### config.mk
export PLATFORM = sky130hd
export DESIGN_NAME = recirculador_param
export DESIGN_NICKNAME = d
export VERILOG_FILES = /design/src/rtl/recirculador_pkg.sv /design/src/rtl/recirc_lane_fifo.sv /design/src/rtl/recirculador_param.sv
export SDC_FILE = /design/constraint.sdc
export NUM_CORES = 1
export LEC_CHECK = 0
export BUFFER_PORTS_ARGS = -buffer_cell sky130_fd_sc_hd__buf_2
export CAP_MARGIN = 20
export CORE_MARGIN = 4
export CORE_UTILIZATION = 50
export DETAILED_ROUTE_END_ITERATION = 7
export GPL_TIMING_DRIVEN = 0
export PLACE_DENSITY = 0.71
export REMOVE_ABC_BUFFERS = 1
export SLEW_MARGIN = 20
export SYNTH_ARGS = -nofsm -noshare
export SYNTH_HDL_FRONTEND = slang
export SYNTH_SLANG_ARGS = --single-unit
export TNS_END_PERCENT = 1
### constraint.sdc
create_clock -name clk -period 2.5 [get_ports clk]
set_input_delay 0.25 -clock clk [delete_from_list [all_inputs] [get_ports clk]]
set_output_delay 0.25 -clock clk [all_outputs]
set_load 0.02 [all_outputs]
### src/rtl/recirculador_pkg.sv
// Package: recirculador_pkg
// Shared state encoding, default geometry and the statistics counter width
// for the parametrised lane recirculator.
package recirculador_pkg;

   typedef enum logic [1:0] {
      ST_FWD   = 2'd0,
      ST_REC   = 2'd1,
      ST_DRAIN = 2'd2
   } state_t;

   localparam int DEF_WIDTH = 8;
   localparam int DEF_LANES = 4;
   localparam int DEF_DEPTH = 4;
   localparam int STATS_W   = 16;

   // Saturating increment for the per-lane push statistics.
   function automatic logic [STATS_W-1:0] satInc(input logic [STATS_W-1:0] v);
      return (v == '1) ? v : v + STATS_W'(1);
   endfunction

endpackage

### src/rtl/recirc_lane_fifo.sv
// Module: recirc_lane_fifo
// One recirculation FIFO for a single lane. Show-ahead head output, push is
// refused when full (even with a simultaneous pop), pop is refused when empty.
// Also reports whether the FIFO will be empty after this cycle's pop, which the
// top-level drain logic needs.
module recirc_lane_fifo #(
   parameter int WIDTH = 8,
   parameter int DEPTH = 4
) (
   input  logic             clk,
   input  logic             reset,
   input  logic             i_push,
   input  logic [WIDTH-1:0] i_data,
   input  logic             i_pop,
   output logic [WIDTH-1:0] o_head,
   output logic             o_empty,
   output logic             o_full,
   output logic             o_emptyNext
);

   localparam int AW = $clog2(DEPTH);
   localparam logic [AW-1:0] PTR_ONE   = AW'(1);
   localparam logic [AW:0]   COUNT_ONE = (AW+1)'(1);
   localparam logic [AW:0]   COUNT_MAX = (AW+1)'(DEPTH);

   logic [WIDTH-1:0] r_mem [DEPTH];
   logic [AW-1:0]    r_wrPtr;
   logic [AW-1:0]    r_rdPtr;
   logic [AW:0]      r_count;
   logic             w_doPush;
   logic             w_doPop;

   assign o_empty     = (r_count == '0);
   assign o_full      = (r_count == COUNT_MAX);
   assign o_head      = r_mem[r_rdPtr];
   assign w_doPush    = i_push && !o_full;
   assign w_doPop     = i_pop && !o_empty;
   assign o_emptyNext = o_empty || ((r_count == COUNT_ONE) && i_pop);

   // Storage array; stale contents are harmless because the pointers gate visibility.
   always_ff @(posedge clk) begin
      if (w_doPush && !reset) begin
         r_mem[r_wrPtr] <= i_data;
      end
   end

   // Pointers wrap naturally at DEPTH; the count tracks occupancy 0..DEPTH.
   always_ff @(posedge clk) begin
      if (reset) begin
         r_wrPtr <= '0;
         r_rdPtr <= '0;
         r_count <= '0;
      end else begin
         if (w_doPush) begin
            r_wrPtr <= r_wrPtr + PTR_ONE;
         end
         if (w_doPop) begin
            r_rdPtr <= r_rdPtr + PTR_ONE;
         end
         case ({w_doPush, w_doPop})
            2'b10:   r_count <= r_count + COUNT_ONE;
            2'b01:   r_count <= r_count - COUNT_ONE;
            default: r_count <= r_count;
         endcase
      end
   end

endmodule

### src/rtl/recirculador_param.sv
// Module: recirculador_param
// Routes LANES lanes of WIDTH-bit words either to a registered forward path
// or into per-lane recirculation FIFOs, under a three-state mode FSM that
// drains the FIFOs before returning to forwarding.
// Optional build macro: RECIRC_STATS_EN adds the recCount port with one
// saturating 16-bit push counter per lane.
module recirculador_param
   import recirculador_pkg::*;
#(
   parameter int WIDTH = DEF_WIDTH,
   parameter int LANES = DEF_LANES,
   parameter int DEPTH = DEF_DEPTH
) (
   input  logic                   clk,
   input  logic                   reset,
   input  logic                   selector_IDLE,
   input  logic [LANES*WIDTH-1:0] dataIn,
   input  logic [LANES-1:0]       validIn,
   output logic [LANES-1:0]       readyIn,
   output logic [LANES*WIDTH-1:0] dataFwd,
   output logic [LANES-1:0]       validFwd,
   output logic [LANES*WIDTH-1:0] dataRec,
   output logic [LANES-1:0]       validRec,
   input  logic [LANES-1:0]       popRec,
   output logic [LANES-1:0]       fifoFull,
   output logic [1:0]             state
`ifdef RECIRC_STATS_EN
   ,
   output logic [LANES*STATS_W-1:0] recCount
`endif
);

   state_t                 r_state;
   logic [LANES*WIDTH-1:0] r_dataFwd;
   logic [LANES-1:0]       r_validFwd;
   logic [LANES-1:0]       w_ready;
   logic [LANES-1:0]       w_push;
   logic [LANES-1:0]       w_empty;
   logic [LANES-1:0]       w_full;
   logic [LANES-1:0]       w_emptyNext;
   logic                   w_allEmptyNext;

   assign state          = r_state;
   assign dataFwd        = r_dataFwd;
   assign validFwd       = r_validFwd;
   assign readyIn        = w_ready;
   assign validRec       = ~w_empty;
   assign fifoFull       = w_full;
   assign w_push         = validIn & w_ready & {LANES{r_state == ST_REC}};
   assign w_allEmptyNext = &w_emptyNext;

   // Accept everything while forwarding, only into non-full FIFOs while recirculating, nothing while draining.
   always_comb begin
      w_ready = '0;
      case (r_state)
         ST_FWD:  w_ready = '1;
         ST_REC:  w_ready = ~w_full;
         default: w_ready = '0;
      endcase
   end

   // Mode FSM: an empty drain wins over a returning idle request.
   always_ff @(posedge clk) begin
      if (reset) begin
         r_state <= ST_FWD;
      end else begin
         case (r_state)
            ST_FWD: begin
               if (selector_IDLE) begin
                  r_state <= ST_REC;
               end
            end
            ST_REC: begin
               if (!selector_IDLE) begin
                  r_state <= ST_DRAIN;
               end
            end
            ST_DRAIN: begin
               if (w_allEmptyNext) begin
                  r_state <= ST_FWD;
               end else if (selector_IDLE) begin
                  r_state <= ST_REC;
               end
            end
            default: r_state <= ST_FWD;
         endcase
      end
   end

   // Forward path register; data lanes hold their last value when not refreshed.
   always_ff @(posedge clk) begin
      if (reset) begin
         r_dataFwd  <= '0;
         r_validFwd <= '0;
      end else begin
         for (int i = 0; i < LANES; i++) begin
            r_validFwd[i] <= (r_state == ST_FWD) && validIn[i];
            if ((r_state == ST_FWD) && validIn[i]) begin
               r_dataFwd[i*WIDTH +: WIDTH] <= dataIn[i*WIDTH +: WIDTH];
            end
         end
      end
   end

   for (genvar g = 0; g < LANES; g++) begin : gLane
      recirc_lane_fifo #(
         .WIDTH (WIDTH),
         .DEPTH (DEPTH)
      ) uFifo (
         .clk         (clk),
         .reset       (reset),
         .i_push      (w_push[g]),
         .i_data      (dataIn[g*WIDTH +: WIDTH]),
         .i_pop       (popRec[g]),
         .o_head      (dataRec[g*WIDTH +: WIDTH]),
         .o_empty     (w_empty[g]),
         .o_full      (w_full[g]),
         .o_emptyNext (w_emptyNext[g])
      );
   end

`ifdef RECIRC_STATS_EN
   logic [STATS_W-1:0] r_recCount [LANES];

   // Per-lane count of words actually pushed, saturating at all-ones.
   always_ff @(posedge clk) begin
      if (reset) begin
         for (int i = 0; i < LANES; i++) begin
            r_recCount[i] <= '0;
         end
      end else begin
         for (int i = 0; i < LANES; i++) begin
            if (w_push[i]) begin
               r_recCount[i] <= satInc(r_recCount[i]);
            end
         end
      end
   end

   for (genvar g = 0; g < LANES; g++) begin : gStats
      assign recCount[g*STATS_W +: STATS_W] = r_recCount[g];
   end
`endif

endmodule

==> results.py <==
metrics = {
    "routing": {
        "drtPass1Iterations": 4,
        "antenna_left": 0,
        "vias": 4762,
        "drcViolationCount": 0,
        "initialDrtViolationCount": 208,
        "routedWlPerCell_um": 17.0,
        "post_drt_via_cell_ratio": 5.16,
        "routed_wl_um": 15700,
    },
    "synth": {
        "synth_simple_gate_area_share_pct": 9.18,
        "yosysTopAreaCell": "edfxtp_1",
        "synth_xor_area_share_pct": 2.31,
        "synth.top_cells.by_area": "edfxtp_1 48%, dfxtp_1 19%, mux4_2 9.0%, ha_1 5.7%, nand2_1 3.4%",
        "yosysWarnings": 0,
        "synth_top_family_by_area": "multiplexers",
        "synth-edff-count": 128,
        "synth_top_area_share_pct": 48.2,
        "synth-adder-area-share_pct": 5.65,
        "synth_compound_area_share_pct": 3.39,
        "synth_area_sq_um": 7970,
        "synth_cells": 555,
        "synth_cell_type_count": 29,
        "synthFlopType": "edfxtp_1",
        "ys_top_cells_by_count": "128 x edfxtp_1, 74 x dfxtp_1, 73 x nand2_1",
        "synth_area_per_cell_sq_um": 14.4,
        "ys_seq_elements": 202,
        "yosysSeqAreaShare_pct": 66.8,
        "synthMuxAreaShare_pct": 10.0,
        "yosys.cell_count.top_type": "edfxtp_1",
        "async_reset_ff_share_pct": 0,
    },
    "floorplan": {
        "rows": 45,
        "die_area_sq_um": 18000,
        "pin_count": 125,
        "coreArea_sq_um": 15400,
        "fp.dieH_um": 134,
        "die_w_um": 134,
        "start_util_pct": 51.7,
    },
    "layout": {
        "layout.nets": 777,
        "final_util_pct": 62.5,
        "synthToLayoutAreaGrowth_pct": 21.1,
        "diodes": 0,
        "layout-drive-gt1-share_pct": 26.5,
    },
    "worst_hold_path": {
        "hold_start": "dataIn[21]",
        "whs_path_depth": 1,
        "min_path_type": "primary input to register",
        "min_to": "gLane[2].uFifo.r_mem[2][5]",
    },
    "global_routing": {
        "antenna_found_initial": 0,
        "gr-usage-all-layers_pct": 17.4,
        "grt_max_degree": 72,
        "overflow": 0,
        "grt_pass1_vias": 4969,
        "grt_pass1_wl_um": 25000,
    },
    "critical_path": {
        "cp_max_fo": 9,
        "cp.arrival_ns": 2.31,
        "regToRegStartpoint": "state[0]",
        "cp-start-kind": "register",
        "reg2reg_depth": 4,
        "critPathKind": "register to register",
        "cp-end-kind": "register",
        "r2r-end": "gLane[0].uFifo.r_mem[3][5]",
        "rrSetupSlack_ns": 0.31,
        "worst-endpoint-required_ns": 2.62,
    },
    "cts": {
        "clk_pin_slew_worst_paths_ns": 0.06,
        "clock-root-buffer": "clkbuf_16",
        "cts_buffer_depth": 3,
        "cts_tree": "built",
        "insertion_delay_ns": 0.48,
        "cts_max_level": 1,
        "cts-buffers-inserted": 21,
        "cts.sinks": 202,
    },
    "sta": {
        "slew_headroom_pct": 47.3,
        "setup_viol": 0,
        "holdWs_ns": 0.0163,
        "max_slew.worst_pin.slew_ns": 0.790,
        "finalCritPeriodShare_pct": 87.7,
        "rsz0062_at_grt": "no",
        "fin_crit_ns": 2.19,
        "fin_skew_ns": 0.00813,
        "fmaxAchievable_mhz": 456,
        "slew_violations": 0,
        "hold_viol": 0,
        "finalWorstSetupSlack_ns": 0.307,
    },
    "placed_design": {
        "place_ws_ns": 0.310,
        "hpwlAfterDp_um": 10600,
        "io_buffers": 124,
        "globalplace.congestion": 0.777,
    },
    "outcome": {
        "status": "finished, final reports clean",
    },
    "job": {
        "timing.max_cap.violations": 0,
    },
    "pwr": {
        "cellLeakagePower_nw": 3.74,
        "p_per_area_nw_per_um2": 945,
        "ir_drop_uv": 591,
    },
}
[per-stage QoR]
stage	instance area, sq um	power, mW	instances	TNS, ns
2_1_floorplan	7840	5.42	529	0
3_3_place_gp	8720	5.98	864	-0.862
3_5_place_dp	8720	6.04	864	0
4_1_cts	9650	9.23	923	0
5_1_grt	9650	9.60	923	0
6_report	9650	9.12	923	0
[cell usage in the layout (no fill, tap or decap), types with 8 or more instances in the layout]
cell,n
edfxtp_1,128
buf_2,123
dfxtp_1,74
nand2_1,73
a21oi_1,44
ha_1,36
nor2_1,33
mux4_2,32
and2_1,24
dlygate4sd3_1,22
clkbuf_16,21
inv_1,20
xor2_1,13
nand3_1,8
xnor2_1,8
mux2i_1,8
[metal layers]
metal	part of all wire [%]	global-route usage, %	wire length, um	vias up
li1	-	-	-	2256
met1	41	21.3	6390	2338
met2	51	31.5	8020	135
met3	5.8	3.56	913	33
met4	2.3	4.75	355	0
met5	0	0	0	-
[critical path: stages, from the launching register on]
cell,delay [ns]
dfxtp_1,0.54
nor2b_4,0.32
and2b_1,0.29
and3_1,0.23
and2_1,0.44
[power by group]
group | switching [mW] | total (mW) | internal [mW]
combinational | 1.09 | 1.97 | 0.874
sequential | 0.270 | 4.02 | 3.75
clock | 1.19 | 3.14 | 1.95
total | 2.55 | 9.12 | 6.57
[cell families after synthesis]
logic type               after synthesis
flip-flops                           202
adder cells (fa/ha/maj)               36
AND/OR/NAND/NOR                      158
buffers and inverters                 46
AO/OA/AOI/OAI                         52
XOR/XNOR                              21
multiplexers                          40
[sequential cells by signal, summed over array words and instances (netlist names), named ones only]
register	cells
validFwd	4
gLane.uFifo.r_mem	128
gLane.uFifo.r_wrPtr	8
dataFwd	32
gLane.uFifo.r_rdPtr	8
state	2
gLane.uFifo.r_count	12
[timing repair]
| item | 4_1_cts | 5_1_grt |
|---|---|---|
| hold buffers | 22 | 0 |
| setup buffers | 0 | 0 |
| hold endpoints to repair | 85 | 0 |
| gates resized for setup | 0 | 0 |
[final cells by class]
class	instances	area, sq um
Fill cell	1184	5780
Sequential cell	202	5330
Multi-Input combinational cell	307	2440
Timing Repair Buffer	146	843
Clock buffer	29	586
Tap cell	211	264
Clock inverter	8	118
Inverter	20	75.1
[worst max path at each step]
stage,startpoint,depth (start not counted),slack [ns],endpoint
3_3_place_gp,reset,4,-0.02,gLane[1].uFifo.r_mem[0][6]
2_1_floorplan,state[0],5,0.59,gLane[2].uFifo.r_count[2]
6_report,state[0],4,0.31,gLane[0].uFifo.r_mem[3][5]
5_1_grt,register,2,0.16,dataRec[20]
3_5_place_dp,state[0],4,0.31,gLane[3].uFifo.r_mem[1][4]
4_1_cts,register,2,0.24,dataRec[19]
Note: power is estimated with default switching activity, not from simulation.
